==> config.mk <==
export PLATFORM = sky130hd
export DESIGN_NAME = mem_responder
export DESIGN_NICKNAME = d
export VERILOG_FILES = /design/src/rtl/mem_responder.sv
export SDC_FILE = /design/constraint.sdc
export NUM_CORES = 1
export LEC_CHECK = 0
export ABC_AREA = 1
export CELL_PAD_IN_SITES_DETAIL_PLACEMENT = 2
export CELL_PAD_IN_SITES_GLOBAL_PLACEMENT = 2
export CORE_ASPECT_RATIO = 1.1
export CORE_MARGIN = 3
export CORE_UTILIZATION = 39
export CTS_CLUSTER_DIAMETER = 120
export DETAILED_ROUTE_END_ITERATION = 16
export GPL_ROUTABILITY_DRIVEN = 0
export PLACE_DENSITY_LB_ADDON = 0.1
export SLEW_MARGIN = 30
export SYNTH_ARGS = -nofsm -noshare
export SYNTH_HDL_FRONTEND = slang
export SYNTH_SLANG_ARGS = --single-unit
==> constraint.sdc <==
create_clock -name clk -period 2.4 [get_ports clk]
set_clock_uncertainty 0.2 [all_clocks]
set_input_delay 0.48 -clock clk [delete_from_list [all_inputs] [get_ports clk]]
set_output_delay 0.48 -clock clk [all_outputs]
set_load 0.01 [all_outputs]
==> src/rtl/mem_responder.sv <==
// Memory-side responder: 2**ADDR_W x DATA_W synchronous RAM with single-cycle
// write/read service, per-word written tracking, collision and uninitialised-read
// pulses, and saturating access counters.
module mem_responder #(
  parameter int unsigned ADDR_W = 5,
  parameter int unsigned DATA_W = 8,
  parameter int unsigned CNT_W  = 16
) (
  input  logic              clk,
  input  logic              rst_n,
  input  logic              read,
  input  logic              write,
  input  logic [ADDR_W-1:0] addr,
  input  logic [DATA_W-1:0] data_in,
  output logic [DATA_W-1:0] data_out,
  output logic              rd_valid,
  output logic              err_coll,
  output logic              err_uninit,
  output logic [CNT_W-1:0]  wr_count,
  output logic [CNT_W-1:0]  rd_count
);

  localparam int unsigned Depth = 2 ** ADDR_W;

  typedef enum logic [1:0] {ReqIdle, ReqWrite, ReqRead, ReqColl} req_e;

  req_e              req;
  logic [DATA_W-1:0] mem_q [Depth];
  logic [Depth-1:0]  written_q, written_d;
  logic [DATA_W-1:0] data_out_q, data_out_d;
  logic              rd_valid_q, rd_valid_d;
  logic              err_coll_q, err_coll_d;
  logic              err_uninit_q, err_uninit_d;
  logic [CNT_W-1:0]  wr_count_q, wr_count_d;
  logic [CNT_W-1:0]  rd_count_q, rd_count_d;

  // Request decode; an X/Z on read or write falls through to idle.
  always_comb begin
    req = ReqIdle;
    if (read == 1'b1 && write == 1'b1) begin
      req = ReqColl;
    end else if (read == 1'b1 && write == 1'b0) begin
      req = ReqRead;
    end else if (write == 1'b1 && read == 1'b0) begin
      req = ReqWrite;
    end
  end

  // Next-state for read data, pulses, tracking bits and saturating counters.
  always_comb begin
    data_out_d   = data_out_q;
    rd_valid_d   = 1'b0;
    err_coll_d   = 1'b0;
    err_uninit_d = 1'b0;
    written_d    = written_q;
    wr_count_d   = wr_count_q;
    rd_count_d   = rd_count_q;
    unique case (req)
      ReqWrite: begin
        written_d[addr] = 1'b1;
        if (wr_count_q != '1) wr_count_d = wr_count_q + CNT_W'(1);
      end
      ReqRead: begin
        data_out_d   = mem_q[addr];
        rd_valid_d   = 1'b1;
        err_uninit_d = ~written_q[addr];
        if (rd_count_q != '1) rd_count_d = rd_count_q + CNT_W'(1);
      end
      ReqColl: err_coll_d = 1'b1;
      default: ;
    endcase
  end

  // Control/status registers; reset drops any request in the same cycle.
  always_ff @(posedge clk) begin
    if (!rst_n) begin
      data_out_q   <= '0;
      rd_valid_q   <= 1'b0;
      err_coll_q   <= 1'b0;
      err_uninit_q <= 1'b0;
      written_q    <= '0;
      wr_count_q   <= '0;
      rd_count_q   <= '0;
    end else begin
      data_out_q   <= data_out_d;
      rd_valid_q   <= rd_valid_d;
      err_coll_q   <= err_coll_d;
      err_uninit_q <= err_uninit_d;
      written_q    <= written_d;
      wr_count_q   <= wr_count_d;
      rd_count_q   <= rd_count_d;
    end
  end

  // RAM array: contents survive reset, only the write is gated by it.
  always_ff @(posedge clk) begin
    if (rst_n && req == ReqWrite) begin
      mem_q[addr] <= data_in;
    end
  end

  assign data_out   = data_out_q;
  assign rd_valid   = rd_valid_q;
  assign err_coll   = err_coll_q;
  assign err_uninit = err_uninit_q;
  assign wr_count   = wr_count_q;
  assign rd_count   = rd_count_q;

endmodule

==> out/summary.txt <==
Number of nets with antenna violations after routing = 0
Clock period minus worst slack = 2.270 ns
Number of pins exceeding their max-slew limit in the final report = 0
Cells resized by post-CTS repair = 0
Pre-antenna DRT Iters = 5
Total of endpoints with negative setup slack in the final report = 0
Fraction of the yosys area taken by sequential cells = 63.91%
Via count of the first global-routing pass = 12.62k
Maximum number of pins on one net before global-route repair = 56
Worst R2R Setup Slack = 0.38 ns
Dominant register cell in the synthesized netlist = sky130_fd_sc_hd__edfxtp_1
Final routed DRC violation total = 0
Final critical-path setup slack = 0.1300 ns
Kind of end point of the critical path = primary output
DRC violation total after the first TritonRoute iteration = 655
Cell-by-cell listing of the critical path = clkdlybuf4s50_1
Fraction of layout cells with a size suffix above 1 = 12.21%
P_leak = 6.977 nW
Post-Place Worst Slack = -0.3039 ns
Number of nets in the layout = 1,696
Total CTS buffers = 38
Total negative slack = 0 ns
First-pass GRT wire length = 75,670 microns
H-Tree Depth = 2
Share of async-settable or async-resettable flops after synthesis = 0%
Final Routed Wirelength = 49,250 microns
Clock slew at reported path FFs = 0.06 ns
Setup repair after global routing missed its margin = no
Average detailed-routed wire length per instance = 22.49 microns
Arrival time worst endpoint = 1.59 ns
Power per cell area = 728.3 nW/um^2
Reg-to-reg startpoint = rd_count[0]
CP startpoint kind = flip-flop
Startpoint of the lowest-slack hold path = written_q[18]
Maximum count of clock buffers along a single path = 3
Slowest cell on the critical path = sky130_fd_sc_hd__clkdlybuf4s50_1
Root buf cell = sky130_fd_sc_hd__clkbuf_16
GRT overflow = 0
Total of hold buffers inserted after clock tree synthesis = 0
Status = finished clean
Critical Path RT = 1.72 ns
End-of-flow core utilization = 48.18%
Critical path start-end classification = reg2out
PortBufs = 59
Hold/Removal Path Class = reg2reg
Total count of hold-check failures in the final report = 0
Unique masters post-synth = 35
Max transition margin = 66.73%
Worst Hold End = written_q[18]
Crit-path max FO = 6
Via density per instance = 5.144
Maximum single-stage delay on the critical path = 0.59 ns
Total inserted antenna cells = 0
Overall die height = 207.4 microns
Area Growth Syn to Fin = 21.51%
Area of the mapped netlist = 14,380 sq um
Number of synthesized flops with an enable pin = 256
Worst r2r dst = rd_count[12]
Worst path bufs/invs = 1
CP top delay family = buffers and inverters
Number of cells on the worst reg-to-reg path = 8
CTS tree = done
Period Utilization, post-route = 94.58%
TritonCTS sink count = 331
Highest ir drop seen on vdd = 0.5874 mV
Area of the placeable core = 36,260 sq um
Transition at the pin with the smallest max-transition slack = 0.4972 ns
Yosys warning count = 0
Mean cell area of the mapped netlist = 9.391 sq um
Num ports = 60
Source-to-sink clock delay at the later pin of the worst-skew pair = 0.54 ns
Post-CTS setup repair buffer count = 0
Initial core utilization = 39.65%
Post-synthesis instance total = 1,531
Initial antenna violation count = 0
# rows = 73
Seq cells post-synth = 331
Chip Width = 189.1 microns
Overall via count from detail_route = 11.27k
WHS Path Cells = 2
Net Count, Synth = 1,550
Die ar. = 39,210 sq um
Number of maximum-capacitance violations = 0
Achievable Freq = 440.5 MHz
Detailed Place HPWL = 32,640 microns
Global-route usage over all layers = 25.19%
[synthesized netlist by cell type (2+ instances only)]
master / number / area, sq um
sky130_fd_sc_hd__o21ai_1: 9 / 45.04
sky130_fd_sc_hd__xor2_1: 17 / 148.9
sky130_fd_sc_hd__dfxtp_1: 75 / 1501
sky130_fd_sc_hd__clkbuf_1: 16 / 60.06
sky130_fd_sc_hd__buf_2: 30 / 150.1
sky130_fd_sc_hd__nor2_4: 3 / 33.78
sky130_fd_sc_hd__nand3_1: 59 / 295.3
sky130_fd_sc_hd__nor3_1: 6 / 30.03
sky130_fd_sc_hd__o21ai_0: 26 / 130.1
sky130_fd_sc_hd__o22ai_1: 16 / 100.1
sky130_fd_sc_hd__xnor2_1: 5 / 43.79
sky130_fd_sc_hd__a21oi_1: 30 / 150.1
sky130_fd_sc_hd__buf_6: 8 / 90.09
sky130_fd_sc_hd__nor3_4: 4 / 65.06
sky130_fd_sc_hd__buf_1: 2 / 7.510
sky130_fd_sc_hd__nand2_2: 2 / 12.51
sky130_fd_sc_hd__nor2_1: 106 / 397.9
sky130_fd_sc_hd__ha_1: 2 / 25.02
sky130_fd_sc_hd__buf_4: 9 / 67.56
sky130_fd_sc_hd__inv_1: 53 / 198.9
sky130_fd_sc_hd__inv_2: 15 / 56.30
sky130_fd_sc_hd__nand3_2: 4 / 40.04
sky130_fd_sc_hd__a21oi_2: 3 / 26.28
sky130_fd_sc_hd__nor3_2: 6 / 60.06
sky130_fd_sc_hd__nand4_1: 4 / 25.02
sky130_fd_sc_hd__nor2_2: 3 / 18.77
sky130_fd_sc_hd__edfxtp_1: 256 / 7687
sky130_fd_sc_hd__nand2_1: 755 / 2834
[metrics by stage]
step / area, sq um / power [mW] / std cells / hold WS (ns)
4_1_cts: 17470 / 12.86 / 2190 / 0.2504
5_1_grt: 17470 / 13.14 / 2190 / 0.2789
2_1_floorplan: 14380 / 6.777 / 1531 / 0.2199
3_5_place_dp: 16300 / 7.274 / 2124 / 0.2417
6_report: 17470 / 12.72 / 2190 / 0.2458
3_3_place_gp: 16300 / 7.230 / 2124 / 0.2286
[power breakdown]
part / total, mW / switching [mW] / internal (mW)
Combinational: 0.926 / 0.630 / 0.296
Sequential: 6.23 / 0.0277 / 6.20
Clock: 5.57 / 2.33 / 3.23
[worst max path at each step]
stage | cells after the start | startpoint | slack, ns | endpoint
after floorplan | 7 | addr[1] | 0.15 | mem_q[22][0]
after global placement | 7 | addr[2] | -0.24 | mem_q[5][4]
after detailed placement | 7 | addr[2] | -0.30 | mem_q[5][1]
after CTS | 1 | rd_count[2] | 0.1 | rd_count[2]
after global routing | 1 | rd_count[2] | 0.04 | rd_count[2]
final | 1 | wr_count[7] | 0.13 | wr_count[7]
[layout by cell type (no fill, tap or decap), types with 2 or more instances in the layout]
cell type / instances
sky130_fd_sc_hd__o21ai_1: 9
sky130_fd_sc_hd__a21oi_2: 3
sky130_fd_sc_hd__clkdlybuf4s50_1: 57
sky130_fd_sc_hd__xor2_1: 17
sky130_fd_sc_hd__a21oi_1: 30
sky130_fd_sc_hd__inv_2: 14
sky130_fd_sc_hd__xnor2_1: 5
sky130_fd_sc_hd__o21ai_0: 26
sky130_fd_sc_hd__buf_12: 22
sky130_fd_sc_hd__inv_1: 53
sky130_fd_sc_hd__clkbuf_1: 10
sky130_fd_sc_hd__clkinv_2: 4
sky130_fd_sc_hd__o22ai_1: 16
sky130_fd_sc_hd__clkbuf_8: 5
sky130_fd_sc_hd__nor2_1: 106
sky130_fd_sc_hd__edfxtp_1: 256
sky130_fd_sc_hd__buf_4: 92
sky130_fd_sc_hd__dfxtp_1: 75
sky130_fd_sc_hd__clkinv_1: 6
sky130_fd_sc_hd__nor2_4: 3
sky130_fd_sc_hd__nand3_2: 4
sky130_fd_sc_hd__nand2_1: 755
sky130_fd_sc_hd__nand2_2: 2
sky130_fd_sc_hd__nor3_4: 4
sky130_fd_sc_hd__nand3_1: 59
sky130_fd_sc_hd__ha_1: 2
sky130_fd_sc_hd__nor3_1: 6
sky130_fd_sc_hd__clkbuf_16: 39
sky130_fd_sc_hd__nor3_2: 6
sky130_fd_sc_hd__nor2_2: 3
sky130_fd_sc_hd__nand4_1: 4
[routing by layer]
metal	routed length (microns)	global-route usage, %
met4	1667	8.554
met5	0	0
met2	24900	44.46
met1	20840	31.91
met3	1840	3.260
[cell type report]
type / instances / area [sq um]
fillers: 3856 / 18790
multi-input cells: 1066 / 4543
clock inverters: 12 / 83.83
clock buffers: 54 / 1082
repair buffers: 172 / 1707
flip-flops and latches: 331 / 9189
inverters: 68 / 256.5
well taps: 487 / 609.3
[registers in the layout, indices dropped and copies added, names as in the netlist]
name / cells
written_q: 32
data_out: 8
err_uninit: 1
wr_count: 16
rd_count: 16
mem_q: 256
err_coll: 1
rd_valid: 1
[cell families after synthesis]
| family | Yosys count | share of synthesized area (%) |
|---|---|---|
| AOI/OAI and AO/OA | 87 | 3.359 |
| buffers and inverters | 134 | 4.490 |
| and+or+nand+nor | 955 | 26.73 |
| adders and majority gates | 2 | 0.1740 |
| DFF | 331 | 63.91 |
| xor gates and xnor gates | 22 | 1.340 |
No activity file was read; power rests on OpenSTA's default activity.
